[src/rtl/uart_pkg.sv]
// Shared types and helpers for the UART receive front end.
package uart_pkg;

  localparam int OVERSAMPLE = 16;

  typedef enum logic [2:0] {
    ST_IDLE,
    ST_START,
    ST_DATA,
    ST_PARITY,
    ST_STOP,
    ST_WAIT_IDLE
  } rx_state_e;

  // Clocks per oversample tick, rounded to nearest and never below 1.
  function automatic int baud_div(input int clk_hz, input int baud);
    int d;
    d = (clk_hz + (OVERSAMPLE * baud) / 2) / (OVERSAMPLE * baud);
    return (d < 1) ? 1 : d;
  endfunction

endpackage

[src/rtl/uart_rx_fifo_sync_fifo.sv]
// First-word-fall-through synchronous FIFO; head data is valid whenever o_empty is low.
module sync_fifo #(
  parameter int WIDTH = 8,
  parameter int DEPTH = 16
) (
  input  logic                     clk,
  input  logic                     rst,
  input  logic                     i_push,
  input  logic                     i_pop,
  input  logic [WIDTH-1:0]         i_data,
  output logic [WIDTH-1:0]         o_data,
  output logic                     o_full,
  output logic                     o_empty,
  output logic [$clog2(DEPTH):0]   o_count
);

  localparam int AW = $clog2(DEPTH);
  localparam logic [AW:0] FULL_CNT = (AW + 1)'(DEPTH);

  logic [WIDTH-1:0] r_mem [DEPTH];
  logic [AW-1:0]    r_wr_ptr;
  logic [AW-1:0]    r_rd_ptr;
  logic [AW:0]      r_count;
  logic             w_do_pop;
  logic             w_do_push;

  assign o_full    = (r_count == FULL_CNT);
  assign o_empty   = (r_count == '0);
  assign o_count   = r_count;
  assign o_data    = r_mem[r_rd_ptr];
  assign w_do_pop  = i_pop & ~o_empty;
  // When full, a simultaneous pop frees the head slot that the write pointer now aliases.
  assign w_do_push = i_push & (~o_full | w_do_pop);

  always_ff @(posedge clk) begin
    if (w_do_push) r_mem[r_wr_ptr] <= i_data;
  end

  always_ff @(posedge clk) begin
    if (rst) begin
      r_wr_ptr <= '0;
      r_rd_ptr <= '0;
      r_count  <= '0;
    end else begin
      if (w_do_push) r_wr_ptr <= r_wr_ptr + 1'b1;
      if (w_do_pop)  r_rd_ptr <= r_rd_ptr + 1'b1;
      case ({w_do_push, w_do_pop})
        2'b10:   r_count <= r_count + 1'b1;
        2'b01:   r_count <= r_count - 1'b1;
        default: r_count <= r_count;
      endcase
    end
  end

endmodule

[src/rtl/uart_rx_fifo.sv]
// UART receiver (16x oversampled) feeding a receive FIFO with ready/valid output and rts flow control.
// Define UART_RX_PARITY_EN for 8E1 framing with parity checking; otherwise frames are 8N1.
//
// state        | meaning
// ST_IDLE      | line idle, waiting for falling edge
// ST_START     | verifying start bit at mid-bit
// ST_DATA      | sampling 8 data bits, LSB first
// ST_PARITY    | sampling even-parity bit (parity build only)
// ST_STOP      | sampling stop bit, push or flag error
// ST_WAIT_IDLE | after framing error, wait for 16 high ticks
module uart_rx_fifo
  import uart_pkg::*;
#(
  parameter int CLK_HZ     = 50_000_000,
  parameter int BAUD       = 115_200,
  parameter int FIFO_DEPTH = 16,
  parameter int RTS_THRESH = 12
) (
  input  logic       clk,
  input  logic       rst,
  input  logic       rxd,
  output logic       rts,
  output logic [7:0] m_data,
  output logic       m_valid,
  input  logic       m_ready,
  output logic       frame_err,
  output logic       parity_err,
  output logic       overflow
);

  localparam int DIV = baud_div(CLK_HZ, BAUD);
  localparam int DW  = (DIV > 1) ? $clog2(DIV) : 1;
  localparam int CW  = $clog2(FIFO_DEPTH) + 1;
  localparam logic [DW-1:0] DIV_RELOAD = DW'(DIV - 1);
  localparam logic [3:0]    MID_TICK   = 4'(OVERSAMPLE / 2 - 1);
  localparam logic [3:0]    LAST_TICK  = 4'(OVERSAMPLE - 1);
  localparam logic [CW-1:0] THRESH     = CW'(RTS_THRESH);

  rx_state_e     r_state, w_state_nxt;
  logic          r_rxd_meta, r_rxd_sync, r_rxd_prev;
  logic [DW-1:0] r_div_cnt;
  logic [3:0]    r_tick_cnt, w_tick_nxt;
  logic [2:0]    r_bit_cnt, w_bit_nxt;
  logic [7:0]    r_shift, w_shift_nxt;
  logic          r_push, w_push_set;
  logic          r_ferr, w_ferr_set;
  logic          r_overflow;
  logic          r_rts;
  logic          w_tick, w_start_edge, w_div_reload;
  logic          w_pop, w_full, w_empty;
  logic [CW-1:0] w_count;
`ifdef UART_RX_PARITY_EN
  logic          r_par_bad, w_par_bad_nxt;
  logic          r_perr, w_perr_set;
`endif

  assign w_start_edge = r_rxd_prev & ~r_rxd_sync;
  assign w_tick       = (r_div_cnt == '0);

  always_ff @(posedge clk) begin
    if (rst) begin
      r_rxd_meta <= 1'b1;
      r_rxd_sync <= 1'b1;
      r_rxd_prev <= 1'b1;
    end else begin
      r_rxd_meta <= rxd;
      r_rxd_sync <= r_rxd_meta;
      r_rxd_prev <= r_rxd_sync;
    end
  end

  // Reload on start detect so every frame's sample points are measured from its own edge.
  always_ff @(posedge clk) begin
    if (rst)                         r_div_cnt <= '0;
    else if (w_div_reload || w_tick) r_div_cnt <= DIV_RELOAD;
    else                             r_div_cnt <= r_div_cnt - 1'b1;
  end

  always_ff @(posedge clk) begin
    if (rst) begin
      r_state    <= ST_IDLE;
      r_tick_cnt <= '0;
      r_bit_cnt  <= '0;
      r_shift    <= '0;
      r_push     <= 1'b0;
      r_ferr     <= 1'b0;
`ifdef UART_RX_PARITY_EN
      r_par_bad  <= 1'b0;
      r_perr     <= 1'b0;
`endif
    end else begin
      r_state    <= w_state_nxt;
      r_tick_cnt <= w_tick_nxt;
      r_bit_cnt  <= w_bit_nxt;
      r_shift    <= w_shift_nxt;
      r_push     <= w_push_set;
      r_ferr     <= w_ferr_set;
`ifdef UART_RX_PARITY_EN
      r_par_bad  <= w_par_bad_nxt;
      r_perr     <= w_perr_set;
`endif
    end
  end

  always_comb begin
    w_state_nxt   = r_state;
    w_tick_nxt    = r_tick_cnt;
    w_bit_nxt     = r_bit_cnt;
    w_shift_nxt   = r_shift;
    w_push_set    = 1'b0;
    w_ferr_set    = 1'b0;
    w_div_reload  = 1'b0;
`ifdef UART_RX_PARITY_EN
    w_par_bad_nxt = r_par_bad;
    w_perr_set    = 1'b0;
`endif
    case (r_state)
      ST_IDLE: begin
        if (w_start_edge) begin
          w_state_nxt  = ST_START;
          w_tick_nxt   = '0;
          w_div_reload = 1'b1;
`ifdef UART_RX_PARITY_EN
          w_par_bad_nxt = 1'b0;
`endif
        end
      end
      ST_START: begin
        if (w_tick) begin
          if (r_tick_cnt == MID_TICK) begin
            w_tick_nxt  = '0;
            w_bit_nxt   = '0;
            w_state_nxt = r_rxd_sync ? ST_IDLE : ST_DATA;
          end else begin
            w_tick_nxt = r_tick_cnt + 1'b1;
          end
        end
      end
      ST_DATA: begin
        if (w_tick) begin
          w_tick_nxt = r_tick_cnt + 1'b1;
          if (r_tick_cnt == LAST_TICK) begin
            w_shift_nxt = {r_rxd_sync, r_shift[7:1]};
            w_bit_nxt   = r_bit_cnt + 1'b1;
            if (r_bit_cnt == 3'd7) begin
`ifdef UART_RX_PARITY_EN
              w_state_nxt = ST_PARITY;
`else
              w_state_nxt = ST_STOP;
`endif
            end
          end
        end
      end
`ifdef UART_RX_PARITY_EN
      ST_PARITY: begin
        if (w_tick) begin
          w_tick_nxt = r_tick_cnt + 1'b1;
          if (r_tick_cnt == LAST_TICK) begin
            w_par_bad_nxt = (^r_shift) ^ r_rxd_sync;
            w_state_nxt   = ST_STOP;
          end
        end
      end
`endif
      ST_STOP: begin
        if (w_tick) begin
          w_tick_nxt = r_tick_cnt + 1'b1;
          if (r_tick_cnt == LAST_TICK) begin
            w_tick_nxt = '0;
`ifdef UART_RX_PARITY_EN
            // A parity failure masks any stop-bit error for the same frame.
            if (r_par_bad) begin
              w_perr_set  = 1'b1;
              w_state_nxt = r_rxd_sync ? ST_IDLE : ST_WAIT_IDLE;
            end else
`endif
            if (r_rxd_sync) begin
              w_push_set  = 1'b1;
              w_state_nxt = ST_IDLE;
            end else begin
              w_ferr_set  = 1'b1;
              w_state_nxt = ST_WAIT_IDLE;
            end
          end
        end
      end
      ST_WAIT_IDLE: begin
        if (!r_rxd_sync) begin
          w_tick_nxt = '0;
        end else if (w_tick) begin
          w_tick_nxt = r_tick_cnt + 1'b1;
          if (r_tick_cnt == LAST_TICK) w_state_nxt = ST_IDLE;
        end
      end
      default: w_state_nxt = ST_IDLE;
    endcase
  end

  assign w_pop = m_valid & m_ready;

  sync_fifo #(
    .WIDTH (8),
    .DEPTH (FIFO_DEPTH)
  ) u_rx_fifo (
    .clk     (clk),
    .rst     (rst),
    .i_push  (r_push),
    .i_pop   (w_pop),
    .i_data  (r_shift),
    .o_data  (m_data),
    .o_full  (w_full),
    .o_empty (w_empty),
    .o_count (w_count)
  );

  always_ff @(posedge clk) begin
    if (rst) begin
      r_overflow <= 1'b0;
      r_rts      <= 1'b1;
    end else begin
      if (r_push && w_full && !w_pop) r_overflow <= 1'b1;
      r_rts <= (w_count >= THRESH);
    end
  end

  assign m_valid   = ~w_empty;
  assign rts       = r_rts;
  assign overflow  = r_overflow;
  assign frame_err = r_ferr;
`ifdef UART_RX_PARITY_EN
  assign parity_err = r_perr;
`else
  assign parity_err = 1'b0;
`endif

endmodule
[config.mk]
export PLATFORM = sky130hd
export DESIGN_NAME = uart_rx_fifo
export DESIGN_NICKNAME = d
export VERILOG_FILES = /design/src/rtl/uart_pkg.sv /design/src/rtl/uart_rx_fifo_sync_fifo.sv /design/src/rtl/uart_rx_fifo.sv
export SDC_FILE = /design/constraint.sdc
export NUM_CORES = 1
export LEC_CHECK = 0
export CAP_MARGIN = 15
export CORE_MARGIN = 2
export CORE_UTILIZATION = 40
export DETAILED_ROUTE_END_ITERATION = 16
export DONT_BUFFER_PORTS = 1
export PLACE_DENSITY = 0.64
export SYNTH_ARGS = -nofsm -noshare
export SYNTH_HDL_FRONTEND = slang
export SYNTH_SLANG_ARGS = --single-unit
[constraint.sdc]
create_clock -name clk -period 4.9 [get_ports clk]
set_clock_uncertainty 0.15 [all_clocks]
set_input_delay 0.735 -clock clk [delete_from_list [all_inputs] [get_ports clk]]
set_output_delay 0.735 -clock clk [all_outputs]
set_load 0.05 [all_outputs]
* After elaboration in Yosys (flattened, before gate mapping)
Memories as Yosys holds them, arrays and structs flattened. A register that Yosys moved wholly into a read port is not among the register bits.
Cells that the tools add are included.
** Storage, ports and cells
- Flip-flop bits (word level) :: 43
- Memory bits (writable) :: 128
- Input port bits :: 4
- Word-level logic and storage cells :: 110
- Memories :: 1
** Memories
- u_rx_fifo.r_mem :: depth 16, width 8, rd ports 1, clocked after Yosys merged registers in 1, wr ports 1, line uart_rx_fifo_sync_fifo.sv:20 : logic [WIDTH-1:0] r_mem [DEPTH];
** Operators by class
- Add/subtract/negate cells :: 7
- Magnitude comparators :: 1
- Equality and inequality tests :: 21
- Multiplexer cells :: 37
- Bitwise gates (word level) :: 11
- Reductions and logical operators :: 16
** Operators with widths (count)
- $mux W3 :: 16
- $mux W4 :: 9
- $ne A2 B2 Y1 const B :: 11
- $pmux W4 S5 :: 1
- $pmux W3 S5 :: 1
- $add A4 B1 Y4 const B :: 3
- $reduce_and A11 Y1 :: 1
- $logic_not A5 Y1 :: 2
- $pmux W5 S2 :: 1
- $sub A5 B1 Y5 const B :: 2
- $eq A3 B3 Y1 const B :: 3
- $mux W1 :: 6
- $not A1 Y1 :: 6
- $pmux W3 S2 :: 1
- $add A5 B1 Y5 const B :: 1
- $eq A5 B5 Y1 const B :: 1
- $ge A5 B4 Y1 const B :: 1
- $mux W5 :: 1
- $reduce_and A5 Y1 :: 1
- $reduce_bool A5 Y1 :: 1
- $and A1 B1 Y1 :: 4
- $eq A4 B3 Y1 const B :: 1
- $eq A4 B4 Y1 const B :: 1
- $reduce_and A4 Y1 :: 1
- 15 further kinds :: 17

* Logic depth before layout (Yosys ltp)
Gate-level depths: netlist of the first run.
- Depth in word-level cells :: 8
- Gate-level depth with buffers :: 12

* Cells and area by module
A second synthesis of the first run with hierarchy kept.
** Unflattened totals
- Cells, all modules :: 508
- Area, all modules :: 7335.8 µm²
** Modules (own cells, without submodules)
- sync_fifo :: times used 1, cells each 322, area each 5854.4 µm², sequential area each 4184.0 µm²
- uart_rx_fifo :: times used 1, cells each 186, area each 1481.4 µm², sequential area each 600.6 µm²

* Worst setup path before layout of the first run
No wires, ideal clock.
- Kind :: input to register
- From :: in m_ready
- To :: reg u_rx_fifo.r_count[4], in the netlist u_rx_fifo.o_count[4]
- Arrival time :: 2.865 ns
- Data required time :: 4.680 ns
- Setup slack :: 1.814 ns
- Cell stages on the path :: 11
- Path buffers :: 0
- Cells stage by stage :: inv_1 -> a31oi_1 -> inv_2 -> ha_1 -> xor2_1 -> ha_1 -> a211o_1 -> a21oi_1 -> a221oi_1 -> or3_1 -> a21oi_1
** On the way
- Word-level cells in the longest chain between the ends :: 6
** Ends and longest elaborated chain
- from (decl) :: line uart_rx_fifo.sv:25 : input logic m_ready,
- $and A1 B1 Y1 * :: line uart_rx_fifo.sv:200 : assign w_pop = m_valid & m_ready;
- $and A1 B1 Y1 * :: line uart_rx_fifo_sync_fifo.sv:31 : assign w_do_pop = i_pop & ~o_empty;
- $or A1 B1 Y1 :: line uart_rx_fifo_sync_fifo.sv:33 : assign w_do_push = i_push & (~o_full | w_do_pop);
- $and A1 B1 Y1 :: line uart_rx_fifo_sync_fifo.sv:33
- $eq A2 B1 Y1 or $eq A2 B2 Y1 (tied branches) :: line uart_rx_fifo_sync_fifo.sv:47 : case ({w_do_push, w_do_pop})
- $pmux W5 S2 or $reduce_bool A2 Y1 (tied branches)
- to (signal assigned) :: line uart_rx_fifo_sync_fifo.sv:48 : 2'b10: r_count <= r_count + 1'b1;
- to (signal assigned) :: line uart_rx_fifo_sync_fifo.sv:49 : 2'b01: r_count <= r_count - 1'b1;
- to (signal assigned) :: line uart_rx_fifo_sync_fifo.sv:50 : default: r_count <= r_count;
- to (decl) :: line uart_rx_fifo_sync_fifo.sv:23 : logic [AW:0] r_count;
Every way passes the cells marked *; elsewhere a longest branch is shown, timed or not.
A chain may end at the register's enable or synchronous reset.

==> flow_summary.ini, run 1 <==
[critical_path]
crit_path_max_incr_delay_ns = 0.66
worst-path-buf-inv = 1
crit_path_cell_trace = buf_4 > mux4_2 > mux4_2
path_delay_family = multiplexers
r2r_slack_ns = 1.62
cp_common_cell = mux4_2
path_class = flip-flop to output pin
cp.arrival_ns = 2.56
critPathSlowestCell = mux4_2
endpoint_kind = output pin
cp_max_fo = 15
crit_required_ns = 4.01
crit_path_start_kind = flip-flop

[route]
wl_met1_um = 6250
detail_route.wl_per_cell_um = 20.1
drc_errors = 0
drt-initial-drc-count = 337
routed_via_density = 5.54
drt-total-wl_um = 14200
wl_met3_um = 899
route.vias.total = 3918
drtAntennaViolNets = 0
top_layer = met4
first_pass_iters = 7
wl_met2_um = 6810

[die]
coreArea_um2 = 17800
start_util = 0.406
core.rowCount = 49
die-area_um2 = 19200
die_width_um = 138
dieHeight_um = 138
ios = 17

[pwr]
powerDensity_nw_per_um2 = 405
p_clk_frac = 0.453
p_int_w = 0.00258
p_leak_nw = 2.63
p_sw_w = 0.000713
seq_power_share = 0.492
combPwrFrac = 0.055
swShare = 0.216
ir_drop_mv = 0.295

[place]
place_ws_ns = 1.48
dp_cells = 675
hpwlAfterDp_um = 8840
portBuffers = 0
gp_congestion = 0.790

[global_routing]
antenna_found_initial = 0
first_global_vias = 3940
gr-usage-all-layers = 0.154
grt_pass1_wl_um = 22200
grt_max_degree = 46
grt.overflow.total = 0

[timing]
min_period_ns = 3.44
whs_ns = 0.230
fin_tns_setup_ns = 0
finalCritPeriodShare = 0.703
fin_ws_ns = 1.46
tightest_slew_ns = 1.05
rsz0062_at_grt = no
hold_viol = 0
max_freq_mhz = 290
setup_viol = 0
relSlewSlack = 0.299
slew_viol_final = 0

[layout]
diodes = 0
area_delta_synth_final_pct = 12.5
post-route-util = 0.456
drive_gt1_frac = 0.186
layout.nets = 483
n_fill_cell = 1521
stdcell_count = 707

[job]
drv_cap = 0

[synthesis]
synth-seq-area-share = 0.661
ys_ff_latch = 175
avgSynthCellArea_um2 = 15.4
ys.flop_type = edfxtp_1
syn_area_um2 = 7240
synth-edff-count = 128
synth_cells = 470
yosysWarnings = 0
syn_nets = 488
synth_cell_types = 54
synthArstFlopShare = 0

[cts]
clk_pin_slew_ns = 0.07
cts_tree = done
cts_made_buffers = 17
htree_num_levels = 4
cts.sinks = 175
cts_root_buf = clkbuf_16
clock_latency_ns = 0.43
postCtsSetupRepairBufs = 0
hold_buffers = 0
cts-resized-gates = 0
cts_buffer_depth = 2

[outcome]
outcome = completed

[worst_hold_path]
min_path_type = input port to flip-flop
layout make-up:
class | count | area (um^2) | area share
tap | 229 | 287 | 0.0352
timing repair buffer | 3 | 22.5 | 0.00277
multi-input combinational | 252 | 2330 | 0.286
inverter | 16 | 60.1 | 0.00738
clock buffer | 18 | 429 | 0.0527
clock inverter | 14 | 225 | 0.0277
sequential | 175 | 4790 | 0.588
routing by layer:
| metal | up-vias | global-route usage |
|---|---|---|
| met3 | 13 | 0.0450 |
| met5 | - | 0 |
| met4 | 0 | 0.0580 |
| met2 | 103 | 0.242 |
| li1 | 1803 | - |
| met1 | 1999 | 0.206 |
worst paths after layout:
| check | startpoint | endpoint | cells past startpoint |
|---|---|---|---|
| min reg2reg | r_rxd_meta | r_rxd_sync | 1 |
| max | flip-flop | m_data[0] | 3 |
| min | rst | flip-flop | 1 |
| max reg2reg | u_rx_fifo.o_count[1] | u_rx_fifo.o_count[4] | 11 |
flip-flops by register name, summed over array words and instances, names as in the netlist, 3 cells and up, named ones only:
signal              count
r_div_cnt               5
u_rx_fifo.r_mem       128
u_rx_fifo.r_wr_ptr      4
r_state                 3
u_rx_fifo.r_rd_ptr      4
r_tick_cnt              4
u_rx_fifo.o_count       5
r_shift                 8
r_bit_cnt               3
cell usage after synthesis, drive strengths merged (7+ instances only):
| cell | number | area (um^2) |
|---|---|---|
| xor2 | 7 | 61.3 |
| and3 | 8 | 51.3 |
| dfxtp | 47 | 941 |
| clkbuf | 16 | 61.3 |
| mux4 | 40 | 901 |
| edfxtp | 128 | 3840 |
| o21ai | 8 | 40.0 |
| buf | 11 | 61.3 |
| nand2 | 20 | 75.1 |
| xnor2 | 7 | 61.3 |
| nand3 | 16 | 80.1 |
| inv | 16 | 60.1 |
| ha | 14 | 175 |
| nor2 | 29 | 116 |
| nor3 | 9 | 45.0 |
| a21oi | 29 | 145 |
power by group through the flow:
stage	clock network, W	logic, W	registers [W]
global placement	0	0.000171	0.00165
detailed placement	0	0.000180	0.00165
floorplan	0	0.000173	0.00164
CTS	0.00151	0.000183	0.00162
finish	0.00149	0.000182	0.00162
global route	0.00158	0.000203	0.00162
cell families after synthesis:
logic type      Yosys count  synth area share
compound gates           59            0.0515
xor+xnor                 14            0.0169
fa+ha+maj                14            0.0242
buf+inv                  43            0.0252
flops                   175             0.661
mux                      44             0.130
other cells               1          0.000518
simple gates            120            0.0903
metrics by stage:
step,instance area [um^2],power (W)
2_1_floorplan,7240,0.00181
3_3_place_gp,7480,0.00182
3_5_place_dp,7480,0.00183
4_1_cts,8140,0.00332
5_1_grt,8140,0.00341
6_report,8140,0.00329
placed cells by master, fill, tap and decap left out, types with 4 or more instances in the layout:
master / n
edfxtp_1: 128
dfxtp_1: 46
mux4_2: 40
a21oi_1: 29
nor2_1: 28
nand2_1: 20
clkbuf_16: 17
nand3_1: 16
inv_1: 15
ha_1: 14
nor3_1: 9
o21ai_0: 8
xor2_1: 7
and3_1: 7
xnor2_1: 7
nand2b_1: 6
nor4_4: 5
o31ai_1: 5
bufinv_16: 5
and2_1: 4
mux2i_1: 4
nand3b_1: 4
nor2b_1: 4
inv_6: 4
Power figures use the tool's default switching activity.
==> run 2, diff against run 1 <==
Clock period 4.9 ns to 3.56 ns, I/O delays scaled along.
==> flow_summary.ini, run 2 (same netlist as run 1, synthesis figures left out) <==
[outcome]
outcome = completed

[route]
drt-initial-drc-count = 349
drtAntennaViolNets = 0
detail_route.wl_per_cell_um = 19.7
drt-total-wl_um = 14100
first_pass_iters = 5
route.vias.total = 3864
routed_via_density = 5.40
drc_errors = 0

[pwr]
p_leak_nw = 2.64
power_w = 0.00436
ir_drop_mv = 0.357
powerDensity_nw_per_um2 = 537

[cts]
htree_num_levels = 4
cts_root_buf = clkbuf_16
cts_buffer_depth = 2
clock_latency_ns = 0.43
cts.sinks = 175
clk_pin_slew_ns = 0.07
cts_made_buffers = 17
cts_tree = done
cts-resized-gates = 0

[critical_path]
crit_path_start = u_rx_fifo.o_count[1]
endpoint_kind = flip-flop
worst_r2r_path_depth = 11
path_class = flip-flop to flip-flop
crit_required_ns = 3.77
crit_path_start_kind = flip-flop
cp.arrival_ns = 3.34
cp_max_fo = 9
r2r_start = u_rx_fifo.o_count[1]

[global_routing]
first_global_vias = 3997
grt_pass1_wl_um = 22300
gr-usage-all-layers = 0.155
grt_max_degree = 43
grt.overflow.total = 0
antenna_found_initial = 0

[layout]
largest_reg_flops = 128
reg_top3 = u_rx_fifo.r_mem (128), r_shift (8)
layout_common_cells = edfxtp_1 (128), dfxtp_1 (46), mux4_2 (40), a21oi_1 (29), nor2_1 (28)
top_register = u_rx_fifo.r_mem
design_area_um2 = 8130
post-route-util = 0.455
layout.nets = 491
drive_gt1_frac = 0.198
mostFrequentLayoutCell = edfxtp_1
area_delta_synth_final_pct = 12.3
diodes = 0

[die]
coreArea_um2 = 17800
start_util = 0.406
ios = 17
die-area_um2 = 19200
core.rowCount = 49
die_width_um = 138
dieHeight_um = 138

[worst_hold_path]
hold_depth = 1
hp-start = rst
min_path_type = input port to flip-flop

[timing]
rsz0062_at_grt = no
tightest_slew_ns = 0.971
hold_viol = 0
max_freq_mhz = 319
whs_ns = 0.0255
min_period_ns = 3.13
setup_viol = 0
finalCritPeriodShare = 0.879
slew_viol_final = 0
relSlewSlack = 0.351
fin_tns_setup_ns = 0

[place]
hpwlAfterDp_um = 8670
gp_congestion = 0.784
placed_area_um2 = 7510
portBuffers = 0

[job]
drv_cap = 0
run 2: cell types whose count changed in the layout (fill, tap and decap cells not counted):
| cell | previous run | this run |
|---|---|---|
| clkinv_4 | 1 | 3 |
| buf_12 | 0 | 1 |
| clkbuf_1 | 1 | 0 |
| inv_6 | 4 | 3 |
| inv_8 | 2 | 4 |
| nor4_2 | 1 | 5 |
| clkinvlp_4 | 0 | 1 |
| dlygate4sd3_1 | 0 | 2 |
| nor4_4 | 5 | 1 |
| bufinv_16 | 5 | 2 |
| buf_4 | 3 | 8 |
run 2: critical path, stage by stage, from the launching register on:
cell and delay [ns]:
dfxtp_1 0.40, nor4_2 0.43, a31oi_1 0.18, inv_2 0.19, ha_1 0.35, xor2_1 0.12
ha_1 0.23, a211o_1 0.29, a21oi_1 0.16, a221oi_1 0.08, or3_1 0.33, a21oi_1 0.16
run 2: layout make-up:
class / count / area [um^2]
Clock buffer: 17 / 425
Clock inverter: 15 / 174
Fill cell: 1517 / 9720
Inverter: 16 / 60.1
Multi-Input combinational cell: 252 / 2290
Sequential cell: 175 / 4790
Tap cell: 229 / 287
Timing Repair Buffer: 11 / 100
run 2: where the power goes:
group,internal [W],switching [W]
combinational,0.000104,0.000156
sequential,0.00219,0.0000420
clock,0.00106,0.000817
run 2: final timing paths:
| kind | slack [ns] | endpoint |
|---|---|---|
| max | 0.43 | u_rx_fifo.o_count[4] |
| min | 0.03 | overflow |
| max reg2reg | 0.43 | u_rx_fifo.o_count[4] |
| min reg2reg | 0.26 | r_rxd_sync |
run 2: through the flow:
| step | worst slack, ns | cells |
|---|---|---|
| global route | 0.234 | 715 |
| CTS | 0.451 | 714 |
| global placement | 0.625 | 681 |
| floorplan | 0.675 | 470 |
| detailed placement | 0.484 | 681 |
| finish | 0.429 | 715 |
run 2: metal layers:
metal | track usage | vias up | share of wire | routed length [um]
met1 | 0.210 | 1938 | 0.42 | 5920
met4 | 0.0682 | 0 | 0.014 | 199
met5 | 0 | - | 0 | 0
li1 | - | 1816 | - | -
met2 | 0.238 | 97 | 0.50 | 7050
met3 | 0.0398 | 13 | 0.067 | 941
run 2: what timing repair did:
action,in CTS,in global routing
hold endpoints to repair,4,1
buffers inserted,0,0
hold buffers,1,1
setup endpoints to repair,0,0
==> run 3, diff against run 2 <==
Settings changed: CTS_BUF_LIST from default to sky130_fd_sc_hd__clkbuf_4 sky130_fd_sc_hd__clkbuf_8.
==> flow_summary.ini, run 3 (same netlist as run 1, synthesis figures left out) <==
[place]
place_ws_ns = 0.484
portBuffers = 0
hpwlAfterDp_um = 8670
gp_congestion = 0.784
dp_cells = 681
placed_area_um2 = 7510

[timing]
tightest_slew_ns = 0.969
relSlewSlack = 0.351
fin_tns_setup_ns = 0
fin_ws_ns = 0.435
finalCritPeriodShare = 0.878
min_period_ns = 3.13
slew_viol_final = 0
hold_viol = 0
rsz0062_at_grt = no
setup_viol = 0
max_freq_mhz = 320

[critical_path]
cp_max_fo = 9
endpoint_kind = flip-flop
worst-path-buf-inv = 1
path_class = flip-flop to flip-flop
r2r_slack_ns = 0.43
crit_path_cell_trace = nor4_2 > a31oi_1 > inv_2 > ha_1 > xor2_1 > ha_1 > a211o_1 > a21oi_1 > a221oi_1 > or3_1 > a21oi_1
path_delay_family = compound AO/OA/AOI/OAI gates
crit_path_start_kind = flip-flop
crit_required_ns = 3.80
crit_path_max_incr_delay_ns = 0.43
critPathSlowestCell = nor4_2
cp.arrival_ns = 3.36

[die]
start_util = 0.406
die-area_um2 = 19200
core.rowCount = 49
ios = 17
dieHeight_um = 138
coreArea_um2 = 17800
die_width_um = 138

[route]
drtAntennaViolNets = 0
route.vias.total = 3911
routed_via_density = 5.45
detail_route.wl_per_cell_um = 19.5
drt-total-wl_um = 14000
drc_errors = 0
first_pass_iters = 5
drt-initial-drc-count = 317

[cts]
cts-resized-gates = 0
clock_latency_ns = 0.45
cts_buffer_depth = 2
cts_root_buf = clkbuf_8
cts_made_buffers = 17
clk_pin_slew_ns = 0.09
htree_num_levels = 4
cts.sinks = 175
cts_tree = done

[layout]
largest_reg_flops = 128
regArea_um2 = 4790
mostFrequentLayoutCell = edfxtp_1
top_register = u_rx_fifo.r_mem
diodes = 0
design_area_um2 = 7960
reg_top3 = u_rx_fifo.r_mem (128), r_shift (8)
n_fill_cell = 1552
stdcell_count = 717
drive_gt1_frac = 0.199
layout.nets = 493
area_delta_synth_final_pct = 10.1
multi_input_area_um2 = 2290
layout_common_cells = edfxtp_1 (128), dfxtp_1 (46), mux4_2 (40), a21oi_1 (29), nor2_1 (28)

[global_routing]
grt_max_degree = 39
first_global_vias = 4038
grt_pass1_wl_um = 22000
grt.overflow.total = 0
gr-usage-all-layers = 0.152
antenna_found_initial = 0

[job]
drv_cap = 0

[worst_hold_path]
min_path_type = input port to flip-flop

[pwr]
powerDensity_nw_per_um2 = 490
p_leak_nw = 2.57
ir_drop_mv = 0.284

[outcome]
outcome = completed
==> run 3: changes by cell type in the layout (fill, tap and decap cells not counted), sizes merged <==
cell	previous run	this run
dlygate4sd3	2	3
buf	9	10
==> run 3: worst paths after layout <==
check                        from                    to  cells after the start
max          u_rx_fifo.o_count[1]  u_rx_fifo.o_count[4]                     11
min reg2reg            r_rxd_meta            r_rxd_sync                      1
min                           rst                   rts                      1
max reg2reg  u_rx_fifo.o_count[1]  u_rx_fifo.o_count[4]                     11
==> run 3: power breakdown <==
| part | leakage [nW] | internal, W | switching (W) |
|---|---|---|---|
| sequential | 1.57 | 0.00219 | 0.0000420 |
| clock | 0.206 | 0.000648 | 0.000755 |
| combinational | 0.797 | 0.000107 | 0.000161 |
| total | 2.57 | 0.00294 | 0.000958 |
==> run 3: metal layers <==
metal  up-vias  track usage  part of all wire
li1       1816            -                 -
met1      1968        0.201              0.45
met2       111        0.239              0.48
met3        16       0.0450             0.059
met4         0       0.0542             0.017
met5         -            0                 0
==> run 3: area by class of cell <==
| cell class | instances | area share |
|---|---|---|
| timing repair buffer | 13 | 0.0163 |
| sequential | 175 | 0.601 |
| clock inverter | 15 | 0.0218 |
| inverter | 16 | 0.00754 |
| tap | 229 | 0.0360 |
| clock buffer | 17 | 0.0294 |
| multi-input combinational | 252 | 0.288 |
==> run 3: repair_timing <==
item	in CTS	in global routing
setup buffers	0	0
hold buffers	3	1
hold endpoints to repair	42	1
==> run 3: worst reg2reg max path, stage by stage, from the launching register on <==
cell and delay [ns]:
dfxtp_1 0.41, nor4_2 0.43, a31oi_1 0.18, inv_2 0.19
ha_1 0.35, xor2_1 0.13, ha_1 0.23, a211o_1 0.29
a21oi_1 0.15, a221oi_1 0.08, or3_1 0.33, a21oi_1 0.15
==> run 3: stage by stage <==
stage	total power, W	utilization	hold WS (ns)
final	0.00390	0.446	0.0390
after global routing	0.00405	0.446	0.0102
after CTS	0.00393	0.446	0.00253
after detailed placement	0.00252	0.421	0.246
after global placement	0.00251	0.421	0.243
after floorplan	0.00249	-	0.239
